--- config.mk ---
export PLATFORM = sky130hd
export DESIGN_NAME = mem_axi_bridge
export DESIGN_NICKNAME = d
export VERILOG_FILES = /design/src/rtl/def.sv /design/src/rtl/mem_axi_bridge.sv
export SDC_FILE = /design/constraint.sdc
export NUM_CORES = 1
export LEC_CHECK = 0
export CAP_MARGIN = 20
export CELL_PAD_IN_SITES_DETAIL_PLACEMENT = 1
export CELL_PAD_IN_SITES_GLOBAL_PLACEMENT = 1
export CORE_UTILIZATION = 24
export DETAILED_ROUTE_END_ITERATION = 10
export GPL_TIMING_DRIVEN = 1
export PLACE_DENSITY = 0.86
export SETUP_SLACK_MARGIN = 0.2
export SLEW_MARGIN = 15
export SYNTH_ARGS = -nofsm -noshare
export SYNTH_HDL_FRONTEND = slang
export SYNTH_SLANG_ARGS = --single-unit
export TNS_END_PERCENT = 100
--- constraint.sdc ---
create_clock -name clk -period 1.68 [get_ports clk]
set_clock_uncertainty 0.15 [all_clocks]
set_input_delay 0.336 -clock clk [delete_from_list [all_inputs] [get_ports clk]]
set_output_delay 0.336 -clock clk [all_outputs]
set_load 0.1 [all_outputs]
--- src/rtl/def.sv ---
// Shared definitions for the MMU-to-AXI4-Lite memory bridge.
// Request modes, bridge state encoding and AXI response codes.
package def;

  localparam logic MEMREQ_READ  = 1'b0;
  localparam logic MEMREQ_WRITE = 1'b1;

  localparam logic [1:0] AXI_OKAY   = 2'b00;
  localparam logic [1:0] AXI_SLVERR = 2'b10;

  typedef enum logic [2:0] {
    IDLE,
    WRITE_REQ,
    WRITE_RESP,
    READ_REQ,
    READ_RESP,
    RESPOND
  } state_t;

endpackage

--- src/rtl/mem_axi_bridge.sv ---
// Single-outstanding MMU request to AXI4-Lite master bridge; one transaction at a time,
// requests arriving while busy are ignored. All outputs come straight from flops.
module mem_axi_bridge
  import def::*;
(
  input  logic        clk,
  input  logic        rstn,
  input  logic        request_enable,
  input  logic        req_mode,
  input  logic [31:0] req_addr,
  input  logic [31:0] req_wdata,
  input  logic [3:0]  req_wstrb,
  output logic        response_enable,
  output logic [31:0] resp_data,
  output logic        bus_error,
  output logic [31:0] awaddr,
  output logic [2:0]  awprot,
  output logic        awvalid,
  input  logic        awready,
  output logic [31:0] wdata,
  output logic [3:0]  wstrb,
  output logic        wvalid,
  input  logic        wready,
  input  logic [1:0]  bresp,
  input  logic        bvalid,
  output logic        bready,
  output logic [31:0] araddr,
  output logic [2:0]  arprot,
  output logic        arvalid,
  input  logic        arready,
  input  logic [31:0] rdata,
  input  logic [1:0]  rresp,
  input  logic        rvalid,
  output logic        rready
);

  state_t      state_q;
  state_t      next_state;
  logic [31:0] addr_q;
  logic [31:0] wdata_q;
  logic [3:0]  wstrb_q;
  logic        accept;

  assign accept = (state_q == IDLE) && request_enable;

  always_comb begin
    next_state = state_q;
    case (state_q)
      IDLE: begin
        if (request_enable) begin
          next_state = (req_mode == MEMREQ_READ) ? READ_REQ : WRITE_REQ;
        end
      end
      WRITE_REQ: begin
        // A channel whose valid is already low has finished its handshake earlier.
        if ((!awvalid || awready) && (!wvalid || wready)) begin
          next_state = WRITE_RESP;
        end
      end
      WRITE_RESP: begin
        if (bvalid) next_state = RESPOND;
      end
      READ_REQ: begin
        if (arready) next_state = READ_RESP;
      end
      READ_RESP: begin
        if (rvalid) next_state = RESPOND;
      end
      RESPOND: next_state = IDLE;
      default: next_state = IDLE;
    endcase
  end

  always_ff @(posedge clk) begin
    if (!rstn) begin
      state_q         <= IDLE;
      addr_q          <= '0;
      wdata_q         <= '0;
      wstrb_q         <= '0;
      awvalid         <= 1'b0;
      wvalid          <= 1'b0;
      arvalid         <= 1'b0;
      bready          <= 1'b0;
      rready          <= 1'b0;
      response_enable <= 1'b0;
      bus_error       <= 1'b0;
      resp_data       <= '0;
    end else begin
      state_q <= next_state;

      if (accept) begin
        addr_q  <= req_addr & 32'hFFFF_FFFC;
        wdata_q <= req_wdata;
        wstrb_q <= req_wstrb;
      end

      if (accept && req_mode == MEMREQ_WRITE) awvalid <= 1'b1;
      else if (awvalid && awready)            awvalid <= 1'b0;

      if (accept && req_mode == MEMREQ_WRITE) wvalid <= 1'b1;
      else if (wvalid && wready)              wvalid <= 1'b0;

      if (accept && req_mode == MEMREQ_READ) arvalid <= 1'b1;
      else if (arvalid && arready)           arvalid <= 1'b0;

      bready          <= (next_state == WRITE_RESP);
      rready          <= (next_state == READ_RESP);
      response_enable <= (next_state == RESPOND);

      bus_error <= 1'b0;
      if (state_q == WRITE_RESP && bvalid) begin
        bus_error <= (bresp != AXI_OKAY);
      end
      if (state_q == READ_RESP && rvalid) begin
        bus_error <= (rresp != AXI_OKAY);
        resp_data <= rdata;
      end
    end
  end

  assign awaddr = addr_q;
  assign araddr = addr_q;
  assign wdata  = wdata_q;
  assign wstrb  = wstrb_q;
  assign awprot = 3'b000;
  assign arprot = 3'b000;

endmodule

==> results.toml <==
[run]
max_cap_violations = 0

[placed_design]
place_ws_ps = -612.0
gp_congestion = 0.7136
dp_hpwl_microns = 12450
port_buffers = 245

[routing]
postRouteAntennaNets = 0
drt_iter0_drc = 80
wl_microns = 18360
viasPerCell = 4.457
dr.pass1.iters = 4
vias = 4439
drc = 0
wl_per_cell_microns = 18.43

[timing]
hold_violations = 0
finalCritPeriodShare_pct = 98.78
grt_setup_unrepaired = "true"
finalSetupViolCount = 0
max_freq_mhz = 602.6
fin_crit_ps = 1659
maxSlewViolCount = 0
holdWs_ps = 225.1
layout_setup_ws_ps = 20.56

[clocking]
clkSlewWorstSetupHoldPaths_ps = 70
clockRootBuffer = "clkbuf_16"
clk_path_buf_depth = 2
cts.sinks = 108
cts_made_buffers = 9
insertion_delay_ps = 350
cts_tree = "done"
htreeDepth = 3
holdBufCountCts = 0

[global_routing]
grt_max_degree = 35
antenna_found_initial = 0
grt_overflow = 0
grt_pass1_wl_microns = 25050
first_global_vias = 4653
track_usage_pct = 17.72

[die]
core_area_sq_um = 17960
die_y_microns = 137.6
pin_count = 258
die_area_sq_um = 18930
dieWidth_microns = 137.6
rows = 49
start_util_pct = 24.56

[critical_path]
worst-path-buf-inv = 5
cp_common_cell = "buf_6"
end_kind = "flip-flop"
crit_type = "reg2reg"
critical_path.cell_chain = "buf_6 -> buf_4 -> nor4bb_4 -> buf_6 -> buf_12 -> buf_16 -> nand2_4 -> a21boi_2"
crit_family = "buffers and inverters"
required_ps = 1810
worstPathMaxFanout = 7
worst_path_max_delay_cell = "dfxtp_2"
crit_arrival_ps = 1790
cp-start-kind = "flip-flop"
r2r_setup_slack_ps = 20
reg2reg_from = "state_q[2]$_SDFF_PN0_"
r2r.worst_path.cells = 8
crit_path_max_incr_delay_ps = 340
r2r-end = "resp_data[29]$_SDFFE_PN0P_"

[yosys]
avgSynthCellArea_sq_um = 8.484
synth-xor-area-share_pct = 0
synthCells = 520
synth_top_family_by_area = "simple AND/OR/NAND/NOR gates"
synth_seq_cells = 108
synth_adder_area_share_pct = 0
synth_area_sq_um = 4412
synth-simple-area-share_pct = 19.88
ys_warn_count = 0
yosysSeqAreaShare_pct = 49.01
synthMuxAreaShare_pct = 0.2552
synth_compound_area_share_pct = 19.23
yosysUniqueCellTypes = 32

[hold_path]
hp-class = "in2reg"
holdCritStartpoint = "rstn"
hold_depth = 2
holdPathEnd = "state_q[0]$_SDFF_PN0_"

[cells_and_area]
area_growth_pct = 122.5
antennaDiodeCount = 0
final_layout_size_suffix_gt1_share_pct = 47.20
finalNetCount = 875
fillers = 1829

[power]
p_switching_uw = 4069
pwr-share-clk_pct = 22.8
irDropWorstVdd_v = 0.0005204
switching_share_pct = 40.82
p_int_uw = 5899
p_comb_share_pct = 46.7
power_density_nw_per_um2 = 1015
total_power_uw = 9968
power_leakage_uw = 0.003949
seqPwrFrac_pct = 30.5

[outcome]
status = "completed"
## metal layers
| metal | global-route usage [%] | vias to the layer above | part of all wire (%) |
|---|---|---|---|
| li1 | - | 2117 | - |
| met1 | 17.86 | 2136 | 36 |
| met2 | 33.17 | 173 | 56 |
| met3 | 7.506 | 13 | 7.8 |
| met4 | 4.396 | 0 | 1.1 |
| met5 | 0 | - | 0 |
## cells in the mapped netlist (all sizes together)
master   instances  area share, %
o22ai            1           0.14
nor3             1           0.11
and4bb           1           0.28
o31ai            1           0.17
nor2b            2           0.28
a21oi            3           0.34
inv              5           0.43
nor3b            3           0.51
or4b             1           0.23
a21o             2           0.34
dfxtp          108             49
a31oi            1           0.14
nor4bb           1           0.23
nand2          197             17
buf             56            9.3
and2             1           0.14
nand2b           3           0.43
nand4bb          1           0.26
a21boi         102             17
and4b            1           0.23
nor2             1          0.085
mux2             1           0.26
nor4b            1           0.34
o311ai           1           0.20
o2111ai          1           0.20
clkbuf          21            1.8
conb             1          0.085
a311o            1           0.23
o21ai            1           0.11
## worst reg2reg max path, stage by stage, from the launching register on
cell and delay (ps):
dfxtp_2 340, buf_6 130, buf_4 120, nor4bb_4 200, buf_6 220, buf_12 130, buf_16 130, nand2_4 50
a21boi_2 140
## state kept, by name, indices dropped and copies added (netlist names)
| name | cells |
|---|---|
| araddr | 30 |
| arvalid | 1 |
| awvalid | 1 |
| bready | 1 |
| bus_error | 1 |
| resp_data | 32 |
| response_enable | 1 |
| rready | 1 |
| state_q | 3 |
| wdata | 32 |
| wstrb | 4 |
| wvalid | 1 |
## repair_timing
| action | in CTS | in global routing |
|---|---|---|
| gates resized for setup | 74 | 182 |
| buffers inserted | 9 | 5 |
| cloned | 4 | 6 |
| setup endpoints to repair | 105 | 110 |
| pin swaps | 43 | 84 |
## worst max-delay path by stage
| stage | startpoint | to | slack, ps | depth (start not counted) |
|---|---|---|---|---|
| 3_3_place_gp | request_enable | araddr[22]$_SDFFE_PN0P_ | -490 | 5 |
| 5_1_grt | state_q[2]$_SDFF_PN0_ | resp_data[29]$_SDFFE_PN0P_ | -40 | 8 |
| 3_5_place_dp | request_enable | araddr[9]$_SDFFE_PN0P_ | -610 | 5 |
| 6_report | state_q[2]$_SDFF_PN0_ | resp_data[29]$_SDFFE_PN0P_ | 20 | 8 |
| 4_1_cts | state_q[0]$_SDFF_PN0_ | wdata[11]$_SDFFE_PN0P_ | 60 | 7 |
| 2_1_floorplan | state_q[0]$_SDFF_PN0_ | wdata[0]$_SDFFE_PN0P_ | -5 | 7 |
## through the flow
stage / util [%] / std cells / TNS [ps] / instance area (sq um)
2_1_floorplan: - / 529 / -162.2 / 4567
3_3_place_gp: 46.95 / 956 / -39230 / 8434
3_5_place_dp: 46.95 / 956 / -45900 / 8434
4_1_cts: 50.79 / 985 / 0 / 9124
5_1_grt: 54.65 / 996 / -214.6 / 9817
6_report: 54.65 / 996 / 0 / 9817
## power groups by stage
| stage | logic (uW) | registers (uW) | clock network (uW) |
|---|---|---|---|
| 4_1_cts | 4350 | 3050 | 2360 |
| 3_3_place_gp | 4020 | 3080 | 0 |
| 5_1_grt | 4820 | 3070 | 2460 |
| 3_5_place_dp | 4080 | 3100 | 0 |
| 6_report | 4650 | 3040 | 2270 |
| 2_1_floorplan | 1270 | 4280 | 0 |
## cell type report
class / instances / area, sq um / area share (%)
Clock buffer: 13 / 275.3 / 2.804
Sequential cell: 108 / 2291 / 23.34
Clock inverter: 3 / 41.29 / 0.4206
Timing Repair Buffer: 299 / 4518 / 46.02
Multi-Input combinational cell: 339 / 2386 / 24.31
Tap cell: 229 / 286.5 / 2.919
Inverter: 5 / 18.77 / 0.1912
## layout by cell type, fill, tap and decap left out, drive strengths merged, types with 2 or more instances in the layout
cell / instances
clkbuf: 17
nand2b: 3
a21boi: 102
dfxtp: 108
clkdlybuf4s50: 107
dlygate4sd2: 2
inv: 6
a21oi: 3
nor2b: 2
a21o: 2
nor3b: 3
nand2: 197
buf: 186
conb: 10
## kinds of logic after synthesis
group | count (synthesis)
other | 1
buffers and inverters | 82
multiplexers | 1
AND/OR/NAND/NOR | 214
AO/OA/AOI/OAI | 114
flip-flops | 108
No activity file was read; power rests on OpenSTA's default activity.
